===== config.mk =====
export PLATFORM = sky130hd
export DESIGN_NAME = clk_period_meter
export DESIGN_NICKNAME = d
export VERILOG_FILES = /design/src/rtl/clk_meter_pkg.sv /design/src/rtl/sync_edge_detect.sv /design/src/rtl/clk_period_meter.sv
export SDC_FILE = /design/constraint.sdc
export NUM_CORES = 1
export LEC_CHECK = 0
export BUFFER_PORTS_ARGS = -buffer_cell sky130_fd_sc_hd__buf_4
export CORE_UTILIZATION = 60
export CTS_BUF_LIST = sky130_fd_sc_hd__clkbuf_8
export CTS_CLUSTER_SIZE = 28
export DETAILED_ROUTE_END_ITERATION = 12
export GPL_ROUTABILITY_DRIVEN = 0
export PLACE_DENSITY = 0.92
export SYNTH_ARGS = -nofsm -noshare
export SYNTH_HDL_FRONTEND = slang
export SYNTH_SLANG_ARGS = --single-unit

===== constraint.sdc =====
create_clock -name i_clk -period 2.8 [get_ports i_clk]
set_clock_uncertainty 0.05 [all_clocks]
set_input_delay 0.56 -clock i_clk [delete_from_list [all_inputs] [get_ports i_clk]]
set_output_delay 0.56 -clock i_clk [all_outputs]
set_load 0.02 [all_outputs]

===== src/rtl/clk_meter_pkg.sv =====
// clk_meter_pkg: shared state encoding and averaging constants for clk_period_meter.
package clk_meter_pkg;
  typedef enum logic {IDLE, MEASURE} state_t;
  localparam int AVG_LOG2 = 2;
  localparam int AVG_COUNT = 4;
endpackage


===== src/rtl/sync_edge_detect.sv =====
// sync_edge_detect: 2-flop synchronizer plus history flop, one-cycle pulse on each synchronized rising edge.
module sync_edge_detect (
  input  logic i_clk,
  input  logic i_rst_n,
  input  logic i_sig,
  output logic o_rise
);
  logic [1:0] r_sync;
  logic       r_hist;
  always_ff @(posedge i_clk or negedge i_rst_n) begin
    if (!i_rst_n) begin
      r_sync <= '0;
      r_hist <= 1'b0;
    end else begin
      r_sync <= {r_sync[0], i_sig};
      r_hist <= r_sync[1];
    end
  end
  assign o_rise = r_sync[1] & ~r_hist;
endmodule


===== src/rtl/clk_period_meter.sv =====
// clk_period_meter: measures the period of an asynchronous slow clock in i_clk cycles, with stall timeout.
// Define CLK_METER_AVG_EN to report the truncated mean of every 4 periods instead of each period.
module clk_period_meter
  import clk_meter_pkg::*;
#(
  parameter int CNT_WIDTH      = 16,
  parameter int TIMEOUT_CYCLES = 65535
) (
  input  logic                 i_clk,
  input  logic                 i_rst_n,
  input  logic                 i_enable,
  input  logic                 i_sig_clk,
  output logic [CNT_WIDTH-1:0] o_period,
  output logic                 o_valid,
  output logic                 o_timeout
);
  localparam logic [CNT_WIDTH-1:0] CNT_MAX = '1;
  localparam logic [CNT_WIDTH-1:0] CNT_ONE = CNT_WIDTH'(1);
  localparam logic [CNT_WIDTH-1:0] TO_CNT  = CNT_WIDTH'(TIMEOUT_CYCLES);

  state_t               r_state, w_state_n;
  logic [CNT_WIDTH-1:0] r_cnt, w_cnt_n, r_period, w_period_n;
  logic                 r_valid, w_valid_n, r_timeout, w_timeout_n;
  logic                 w_rise;
`ifdef CLK_METER_AVG_EN
  logic [CNT_WIDTH+1:0] r_acc, w_acc_n, w_sum;
  logic [AVG_LOG2-1:0]  r_idx, w_idx_n;
  assign w_sum = r_acc + {2'b00, r_cnt};
`endif

  sync_edge_detect u_sync (
    .i_clk  (i_clk),
    .i_rst_n(i_rst_n),
    .i_sig  (i_sig_clk),
    .o_rise (w_rise)
  );

  always_comb begin
    w_state_n   = r_state;
    w_cnt_n     = r_cnt;
    w_period_n  = r_period;
    w_valid_n   = 1'b0;
    w_timeout_n = r_timeout;
`ifdef CLK_METER_AVG_EN
    w_acc_n     = r_acc;
    w_idx_n     = r_idx;
`endif
    if (!i_enable) begin
      w_state_n   = IDLE;
      w_cnt_n     = '0;
      w_timeout_n = 1'b0;
`ifdef CLK_METER_AVG_EN
      w_acc_n     = '0;
      w_idx_n     = '0;
`endif
    end else if (r_state == IDLE) begin
      w_cnt_n = '0;
      if (w_rise) begin
        w_state_n   = MEASURE;
        w_cnt_n     = CNT_ONE;
        w_timeout_n = 1'b0;
      end
    end else if (w_rise) begin
      // an edge coinciding with the timeout count still completes a valid period
      w_cnt_n = CNT_ONE;
`ifdef CLK_METER_AVG_EN
      if (r_idx == AVG_LOG2'(AVG_COUNT - 1)) begin
        w_period_n = w_sum[CNT_WIDTH+1:AVG_LOG2];
        w_valid_n  = 1'b1;
        w_acc_n    = '0;
        w_idx_n    = '0;
      end else begin
        w_acc_n = w_sum;
        w_idx_n = r_idx + AVG_LOG2'(1);
      end
`else
      w_period_n = r_cnt;
      w_valid_n  = 1'b1;
`endif
    end else if (r_cnt == TO_CNT) begin
      w_state_n   = IDLE;
      w_cnt_n     = '0;
      w_timeout_n = 1'b1;
`ifdef CLK_METER_AVG_EN
      w_acc_n     = '0;
      w_idx_n     = '0;
`endif
    end else begin
      w_cnt_n = (r_cnt == CNT_MAX) ? r_cnt : r_cnt + CNT_ONE;
    end
  end

  always_ff @(posedge i_clk or negedge i_rst_n) begin
    if (!i_rst_n) begin
      r_state   <= IDLE;
      r_cnt     <= '0;
      r_period  <= '0;
      r_valid   <= 1'b0;
      r_timeout <= 1'b0;
    end else begin
      r_state   <= w_state_n;
      r_cnt     <= w_cnt_n;
      r_period  <= w_period_n;
      r_valid   <= w_valid_n;
      r_timeout <= w_timeout_n;
    end
  end

`ifdef CLK_METER_AVG_EN
  always_ff @(posedge i_clk or negedge i_rst_n) begin
    if (!i_rst_n) begin
      r_acc <= '0;
      r_idx <= '0;
    end else begin
      r_acc <= w_acc_n;
      r_idx <= w_idx_n;
    end
  end
`endif

  assign o_period  = r_period;
  assign o_valid   = r_valid;
  assign o_timeout = r_timeout;
endmodule


==> results_tabular.tex, run 1 <==
\begin{tabular}{lr}
\hline
Metric & Value \\
\hline
\multicolumn{2}{l}{\textbf{Route}} \\
Detailed-router iteration count before antenna repair & 5 \\
Antenna Violating Nets Remaining & 0 \\
Via Count & 1241 \\
Routed vias/inst & 5.75 \\
Routed Wire Length & 3350 um \\
Detailed Route Iter0 Violations & 35 \\
Routed len/inst & 15.5 um \\
DRC violations left & 0 \\
\multicolumn{2}{l}{\textbf{Timing}} \\
Worst-case headroom to the max-slew limit & 69.2\% \\
Final Cycle Share & 68.9\% \\
Setup violation total in the final timing report & 0 \\
Worst Setup Slack, final & 0.870 ns \\
FMAX & 518 MHz \\
Final hold viol count & 0 \\
Unrepaired setup endpoints after global routing & no \\
Sum Neg Setup Slack & 0 ns \\
Actual transition at the worst max-transition pin & 0.462 ns \\
Minimum clock period & 1.93 ns \\
Slew Viols, Final & 0 \\
\multicolumn{2}{l}{\textbf{Power}} \\
Post-layout total power & 0.00103 W \\
Max IR drop VDD & 0.591 mV \\
Pwr dens & 549 mW/mm2 \\
Static leakage power & 0.929 nW \\
\multicolumn{2}{l}{\textbf{Cells and area}} \\
Sequential cell area & 951 um2 \\
Share of the core filled with cells in the final layout & 75.6\% \\
Number of antenna cells inserted & 0 \\
Number of fill cells & 156 \\
Final layout net count & 190 \\
Fraction of layout instances using a drive strength above 1 & 17.7\% \\
Design area & 0.00187 mm2 \\
Layout-stage area growth over the synthesis result & 18.6\% \\
Combined area of the multi-input logic cells & 601 um2 \\
\multicolumn{2}{l}{\textbf{Global route}} \\
Global-route wire length before repair & 5380 um \\
Initial antenna violation count & 0 \\
Total global routing overflow & 0 \\
Largest net degree at the start of global routing & 39 \\
Overall fraction of global-route tracks in use & 28.3\% \\
Number of global-route vias before repair & 1212 \\
\multicolumn{2}{l}{\textbf{Die}} \\
Number of standard-cell rows in the floorplan & 18 \\
Initial Util & 63.7\% \\
Die X-Extent & 53.3 um \\
Top-Level Pins & 22 \\
Core region area & 0.00248 mm2 \\
Die height & 53.3 um \\
Overall die area & 0.00284 mm2 \\
\multicolumn{2}{l}{\textbf{Worst setup path}} \\
Critical Path Source & r\_cnt[0] \\
CP Data Required Time & 2.91 ns \\
Reg-to-reg critical path startpoint & r\_cnt[0] \\
Startpoint-to-endpoint class of the critical path & flop to flop \\
Type of element launching the critical path & flop \\
Crit path largest cell delay & 0.44 ns \\
Critical path data arrival time & 2.04 ns \\
R2r setup slk & 0.87 ns \\
Reg2Reg Depth & 5 \\
Kind of cell with the highest combined delay on the critical path & simple AND/OR/NAND/NOR gates \\
Setup crit end kind & flop \\
Top fanout value on the critical path & 12 \\
Reg-to-reg endpoint & r\_cnt[4] \\
Slowest stage cell on the critical path & sky130\_fd\_sc\_hd\_\_dfrtp\_1 \\
Worst Path Buf+Inv & 0 \\
Series of cell instances along the critical path & ha\_1, and4\_2, nand4\_1, nand2b\_1, nor2\_1 \\
\multicolumn{2}{l}{\textbf{Synth}} \\
Sequential fraction of the synthesis area & 60.3\% \\
Fraction of registers with async set/reset & 100\% \\
Synthesized instance count & 160 \\
Syn\_area\_per\_cell & 9.86 um2 \\
Number of enable flip-flop cells after synthesis & 0 \\
Leading area contributor after synthesis & sky130\_fd\_sc\_hd\_\_dfrtp\_1 \\
Number of different library cells in the post-synthesis netlist & 26 \\
Top flip-flop cell by instance count after synthesis & sky130\_fd\_sc\_hd\_\_dfrtp\_1 \\
Count of state elements after synthesis & 38 \\
Top-count cell post-synth & sky130\_fd\_sc\_hd\_\_nand2\_1 \\
Share of the synthesized area in the top cell type & 60.3\% \\
Post-Syn Nets & 165 \\
Dominant cells by area after synthesis & sky130\_fd\_sc\_hd\_\_dfrtp\_1 (60\%), sky130\_fd\_sc\_hd\_\_nand2\_1 (13\%), sky130\_fd\_sc\_hd\_\_xor2\_1 (4.4\%) \\
Top cells by count, synth & sky130\_fd\_sc\_hd\_\_nand2\_1 (54), sky130\_fd\_sc\_hd\_\_dfrtp\_1 (38), sky130\_fd\_sc\_hd\_\_nor2\_1 (16), sky130\_fd\_sc\_hd\_\_xor2\_1 (8), sky130\_fd\_sc\_hd\_\_nand3\_1 (6) \\
Synthesis warning total & 0 \\
Combined area of all synthesized cells & 0.00158 mm2 \\
\multicolumn{2}{l}{\textbf{Clocking}} \\
Setup bufs post-CTS & 0 \\
Total clock sinks & 38 \\
H-tree lvl count & 2 \\
Number of gates given a new drive strength after cts & 0 \\
TritonCTS clock tree & built \\
Insertion delay of the later-clocked pin in the worst-skew pair & 0.30 ns \\
Root Buffer & sky130\_fd\_sc\_hd\_\_clkbuf\_8 \\
Clock buffer count from CTS & 5 \\
CTS hold repair buffers & 0 \\
Reg clk slew, reported paths & 0.07 ns \\
Max clock buf depth & 2 \\
\multicolumn{2}{l}{\textbf{Place}} \\
DP Area & 0.00176 mm2 \\
Setup WS pre-CTS & 0.912 ns \\
Final HPWL from detailed placement & 2300 um \\
Number of buffer cells added on primary ports & 21 \\
\multicolumn{2}{l}{\textbf{Min path}} \\
Hold/Removal Path Class & primary input to asynchronous set/reset pin \\
\multicolumn{2}{l}{\textbf{Outcome}} \\
Status & completed \\
\multicolumn{2}{l}{\textbf{Flow run}} \\
MaxCap Viol Count & 0 \\
\hline
\end{tabular}
==> cell families (layout without fill, tap and decap cells) <==
family / Yosys count / count (layout) / share of synthesized area [%]
DFF: 38 / 38 / 60.3
xor gates and xnor gates: 13 / 13 / 7.22
AOI/OAI and AO/OA: 6 / 6 / 2.22
and+or+nand+nor: 96 / 96 / 27.8
buffers and inverters: 6 / 32 / 1.66
adders and majority gates: 1 / 1 / 0.793
==> state kept, by name (all words and copies together), names as in the netlist <==
name and cells:
o_valid 1, r_cnt 16, o_period 16, r_state 1
o_timeout 1, u_sync.r_hist 1, u_sync.r_sync 2
==> cell type report <==
class | count | share of cell area [%]
well taps | 30 | 2.01
repair buffers | 22 | 8.82
multi-input cells | 116 | 32.1
clock buffers | 8 | 5.88
inverters | 2 | 0.401
flip-flops and latches | 38 | 50.8
==> worst register-to-register path, cell delays in order (launching register included) <==
cell and delay, ns:
sky130_fd_sc_hd__dfrtp_1 0.44, sky130_fd_sc_hd__ha_1 0.26, sky130_fd_sc_hd__and4_2 0.33, sky130_fd_sc_hd__nand4_1 0.20
sky130_fd_sc_hd__nand2b_1 0.40, sky130_fd_sc_hd__nor2_1 0.12
==> how the worst max path moves through the flow <==
stage              endpoint  slack [ns]  cells after the start
6_report           r_cnt[4]        0.87                      5
5_1_grt           r_cnt[12]        0.78                      5
4_1_cts           r_cnt[13]        0.91                      5
3_5_place_dp   o_period[15]        0.91                      6
3_3_place_gp   o_period[15]        0.94                      6
2_1_floorplan     r_cnt[10]        1.21                      7
==> layout by cell type, fill, tap and decap left out <==
cell                        n
sky130_fd_sc_hd__a21boi_0   2
sky130_fd_sc_hd__nand3_1    6
sky130_fd_sc_hd__or3_1      1
sky130_fd_sc_hd__inv_1      1
sky130_fd_sc_hd__and4_2     1
sky130_fd_sc_hd__nor2_1    16
sky130_fd_sc_hd__and3_1     2
sky130_fd_sc_hd__ha_1       1
sky130_fd_sc_hd__nand3_2    1
sky130_fd_sc_hd__nand2b_1   2
sky130_fd_sc_hd__nand3b_1   1
sky130_fd_sc_hd__and4_1     2
sky130_fd_sc_hd__xor2_1     8
sky130_fd_sc_hd__o21ai_0    3
sky130_fd_sc_hd__a21oi_1    1
sky130_fd_sc_hd__xnor2_1    5
sky130_fd_sc_hd__nand2_1   54
sky130_fd_sc_hd__clkinv_1   1
sky130_fd_sc_hd__and2_1     1
sky130_fd_sc_hd__buf_4     22
sky130_fd_sc_hd__nor4_1     2
sky130_fd_sc_hd__clkbuf_8   8
sky130_fd_sc_hd__or3_4      1
sky130_fd_sc_hd__nand4b_1   1
sky130_fd_sc_hd__dfrtp_1   38
sky130_fd_sc_hd__nand4_1    5
==> power by group <==
part / total [W] / switching [W] / internal, W
combinational: 0.0000352 / 0.0000245 / 0.0000107
sequential: 0.000562 / 0.00000606 / 0.000556
clock: 0.000431 / 0.000183 / 0.000248
total: 0.00103 / 0.000214 / 0.000815
==> metal layers <==
metal	track usage, %	up-vias	wire length [um]
met5	0	-	0
met4	20.2	0	70
met3	8.91	7	219
met2	44.2	55	1720
met1	32.3	602	1350
li1	-	577	-
==> metrics by stage <==
step	hold slack (ns)	cells
2_1_floorplan	0.214	160
3_3_place_gp	0.295	208
3_5_place_dp	0.288	208
4_1_cts	0.180	216
5_1_grt	0.200	216
6_report	0.167	216
Power figures use the tool's default switching activity.
==> run 2: changes to the inputs <==
Settings changed: ABC_AREA from default to 1, CORE_UTILIZATION 60 to 59, PLACE_DENSITY 0.92 to 0.9.
Clock period 2.8 ns to 2 ns, I/O delays scaled along.
==> run 2 against run 1 <==
Fmax increased by 30%. Synthesized cell count increased by 23%. Worst setup slack got worse by 0.35 ns. Final area increased by 4.3%. Global-route usage decreased by 2.4 points. Critical path depth increased by 3. Sequential cell count unchanged. First-iteration DRC count increased by 17%. Clock power increased by 22%. Sequential share of layout area decreased by 2.1 points. Core utilization increased by 0.47 points. Largest cell class unchanged.
==> results_tabular.tex, run 2 <==
\begin{tabular}{lr}
\hline
Metric & Value \\
\hline
\multicolumn{2}{l}{\textbf{Die}} \\
Overall die area & 0.00304 mm2 (+7.1\%) \\
Die X-Extent & 55.2 um (+3.5\%) \\
Die height & 55.2 um (+3.5\%) \\
Number of standard-cell rows in the floorplan & 18 (unchanged) \\
Top-Level Pins & 22 (unchanged) \\
Core region area & 0.00257 mm2 (+3.6\%) \\
Initial Util & 64.9\% (+1.2 points) \\
\multicolumn{2}{l}{\textbf{Cells and area}} \\
Number of fill cells & 190 (+22\%) \\
Number of antenna cells inserted & 0 (unchanged) \\
Design area & 0.00195 mm2 (+4.3\%) \\
Final layout net count & 229 (+21\%) \\
Most used cells in the layout excluding fill and tap cells & sky130\_fd\_sc\_hd\_\_nand2\_1 (68), sky130\_fd\_sc\_hd\_\_dfrtp\_1 (38), sky130\_fd\_sc\_hd\_\_nor2\_1 (28) \\
Fraction of layout instances using a drive strength above 1 & 16.4\% (-1.3 points) \\
Most common library cell in the layout ignoring fill and taps & sky130\_fd\_sc\_hd\_\_nand2\_1 \\
Combined area of the multi-input logic cells & 627 um2 (+4.4\%) \\
Layout-stage area growth over the synthesis result & 17.1\% \\
Sequential cell area & 951 um2 (unchanged) \\
\multicolumn{2}{l}{\textbf{Timing}} \\
Final Hold Slack & 0.0108 ns (-0.156 ns) \\
Unrepaired setup endpoints after global routing & no \\
Setup violation total in the final timing report & 0 (unchanged) \\
Worst-case headroom to the max-slew limit & 69.5\% (+0.31 points) \\
Sum Neg Setup Slack & 0 ns (unchanged) \\
Worst Setup Slack, final & 0.516 ns (-0.354 ns) \\
Slew Viols, Final & 0 (unchanged) \\
Final Cycle Share & 74.2\% (+5.3 points) \\
Final hold viol count & 0 (unchanged) \\
FMAX & 674 MHz (+30\%) \\
Actual transition at the worst max-transition pin & 0.457 ns (-0.00464 ns) \\
Minimum clock period & 1.48 ns (-0.446 ns) \\
\multicolumn{2}{l}{\textbf{Worst setup path}} \\
Top fanout value on the critical path & 10 (-2) \\
Reg-to-reg critical path startpoint & r\_cnt[1] \\
R2r setup slk & 0.52 ns (-0.35 ns) \\
Series of cell instances along the critical path & ha\_1, nand2\_1, nor2\_2, nand2\_2, nor2\_4, nor2\_4, inv\_6, nor2\_1 \\
Most frequent CP cell & sky130\_fd\_sc\_hd\_\_nor2\_4 \\
Slowest stage cell on the critical path & sky130\_fd\_sc\_hd\_\_dfrtp\_1 \\
Startpoint-to-endpoint class of the critical path & flop to flop \\
Reg2Reg Depth & 8 (+3) \\
Crit path largest cell delay & 0.38 ns (-0.06 ns) \\
Reg-to-reg endpoint & r\_cnt[5] \\
Setup crit end kind & flop \\
Kind of cell with the highest combined delay on the critical path & simple AND/OR/NAND/NOR gates \\
Type of element launching the critical path & flop \\
Critical path data arrival time & 1.62 ns (-0.42 ns) \\
CP Data Required Time & 2.13 ns (-0.78 ns) \\
Worst Path Buf+Inv & 1 (+1) \\
\multicolumn{2}{l}{\textbf{Route}} \\
DRC violations left & 0 (unchanged) \\
Routed Wire Length & 3120 um (-7.0\%) \\
Detailed-router iteration count before antenna repair & 4 (-1) \\
Routed len/inst & 12.2 um (-21\%) \\
Detailed Route Iter0 Violations & 41 (+17\%) \\
Via Count & 1274 (+2.7\%) \\
Routed vias/inst & 5.00 (-13\%) \\
Antenna Violating Nets Remaining & 0 (unchanged) \\
\multicolumn{2}{l}{\textbf{Synth}} \\
Synthesized instance count & 197 (+23\%) \\
Combined area of all synthesized cells & 0.00167 mm2 (+5.6\%) \\
Leading area contributor after synthesis & sky130\_fd\_sc\_hd\_\_dfrtp\_1 \\
Number of different library cells in the post-synthesis netlist & 20 (-23\%) \\
Syn\_area\_per\_cell & 8.46 um2 (-14\%) \\
Dominant cells by area after synthesis & sky130\_fd\_sc\_hd\_\_dfrtp\_1 (57\%), sky130\_fd\_sc\_hd\_\_nand2\_1 (15\%), sky130\_fd\_sc\_hd\_\_nor2\_1 (6.3\%) \\
Top cells by count, synth & sky130\_fd\_sc\_hd\_\_nand2\_1 (68), sky130\_fd\_sc\_hd\_\_dfrtp\_1 (38), sky130\_fd\_sc\_hd\_\_nor2\_1 (28), sky130\_fd\_sc\_hd\_\_inv\_1 (18), sky130\_fd\_sc\_hd\_\_o21ai\_0 (10) \\
Top-count cell post-synth & sky130\_fd\_sc\_hd\_\_nand2\_1 \\
Top flip-flop cell by instance count after synthesis & sky130\_fd\_sc\_hd\_\_dfrtp\_1 \\
Share of the synthesized area in the top cell type & 57.1\% (-3.2 points) \\
Fraction of registers with async set/reset & 100\% (unchanged) \\
Synthesis warning total & 0 (unchanged) \\
Count of state elements after synthesis & 38 (unchanged) \\
Post-Syn Nets & 202 (+22\%) \\
Number of enable flip-flop cells after synthesis & 0 (unchanged) \\
Sequential fraction of the synthesis area & 57.1\% (-3.2 points) \\
\multicolumn{2}{l}{\textbf{Global route}} \\
Number of global-route vias before repair & 1191 (-1.7\%) \\
Largest net degree at the start of global routing & 39 (unchanged) \\
Total global routing overflow & 0 (unchanged) \\
Global-route wire length before repair & 5290 um (-1.8\%) \\
Initial antenna violation count & 0 (unchanged) \\
Overall fraction of global-route tracks in use & 25.8\% (-2.4 points) \\
\multicolumn{2}{l}{\textbf{Flow run}} \\
MaxCap Viol Count & 0 (unchanged) \\
\multicolumn{2}{l}{\textbf{Power}} \\
Pwr dens & 701 mW/mm2 (+28\%) \\
Post-layout total power & 0.00137 W (+33\%) \\
Static leakage power & 0.962 nW (+3.6\%) \\
Max IR drop VDD & 0.652 mV (+10\%) \\
\multicolumn{2}{l}{\textbf{Place}} \\
DP Area & 0.00186 mm2 (+5.6\%) \\
Setup WS pre-CTS & 0.516 ns (-0.396 ns) \\
Number of buffer cells added on primary ports & 21 (unchanged) \\
Final HPWL from detailed placement & 2150 um (-6.6\%) \\
\multicolumn{2}{l}{\textbf{Clocking}} \\
Number of gates given a new drive strength after cts & 0 (unchanged) \\
Root Buffer & sky130\_fd\_sc\_hd\_\_clkbuf\_8 \\
H-tree lvl count & 2 (unchanged) \\
CTS hold repair buffers & 0 (unchanged) \\
Max clock buf depth & 2 (unchanged) \\
Insertion delay of the later-clocked pin in the worst-skew pair & 0.29 ns (about the same) \\
TritonCTS clock tree & built \\
Setup bufs post-CTS & 0 (unchanged) \\
Clock buffer count from CTS & 5 (unchanged) \\
Reg clk slew, reported paths & 0.07 ns (about the same) \\
Total clock sinks & 38 (unchanged) \\
\multicolumn{2}{l}{\textbf{Min path}} \\
Hold/Removal Path Class & primary input to asynchronous set/reset pin \\
\multicolumn{2}{l}{\textbf{Outcome}} \\
Status & completed \\
\hline
\end{tabular}
[run 2: changes by cell type in the layout (fill, tap and decap cells not counted), sizes merged, moves of 3 or more]
cell | previous run | this run
inv | 1 | 20
nor2 | 16 | 33
nand2 | 54 | 69
o21ai | 3 | 10
a21oi | 1 | 5
xnor2 | 5 | 1
and4 | 3 | 0
[run 2: final cells by class]
type / instances / area share, %
tap: 30 / 1.92
inverter: 20 / 4.10
multi-input combinational: 137 / 32.1
sequential: 38 / 48.7
timing repair buffer: 22 / 8.46
clock inverter: 2 / 0.449
clock buffer: 6 / 4.23
[run 2: per-stage QoR]
step	utilization, %	cells
6_report	76.0	255
2_1_floorplan	-	197
4_1_cts	76.0	255
3_5_place_dp	72.5	247
3_3_place_gp	72.5	247
5_1_grt	76.0	255
[run 2: worst max path at each step]
stage | start | endpoint | depth (start not counted)
floorplan | r_cnt[1] | r_cnt[5] | 8
global placement | r_cnt[1] | r_cnt[5] | 8
detailed placement | r_cnt[1] | r_cnt[5] | 8
global route | r_cnt[1] | r_cnt[7] | 8
CTS | r_cnt[1] | r_cnt[5] | 8
finish | r_cnt[1] | r_cnt[5] | 8
[run 2: cell families after synthesis]
logic type / share of synthesized area (%)
xor gates and xnor gates: 3.68
DFF: 57.1
and+or+nand+nor: 28.3
AOI/OAI and AO/OA: 4.88
buffers and inverters: 5.33
adders and majority gates: 0.751
[run 2: report_power, final]
group          switching (W)  internal, W  total [W]
clock network       0.000252     0.000272   0.000524
registers         0.00000587     0.000779   0.000785
logic              0.0000407    0.0000178  0.0000585
[run 2: worst register-to-register path: cells and delay by family, from the launching register on]
family	cells	cell delay [ns]
adder cells (fa/ha/maj)	1	0.22
flip-flops	1	0.38
buffers and inverters	1	0.09
AND/OR/NAND/NOR	6	0.65
[run 2: layer usage]
layer	wire [um]	vias up	share of wire (%)	track usage, %
li1	-	661	-	-
met1	1420	563	46	33.1
met2	1420	43	46	39.6
met3	213	7	6.8	7.10
met4	61	0	2.0	13.8
met5	0	-	0	0
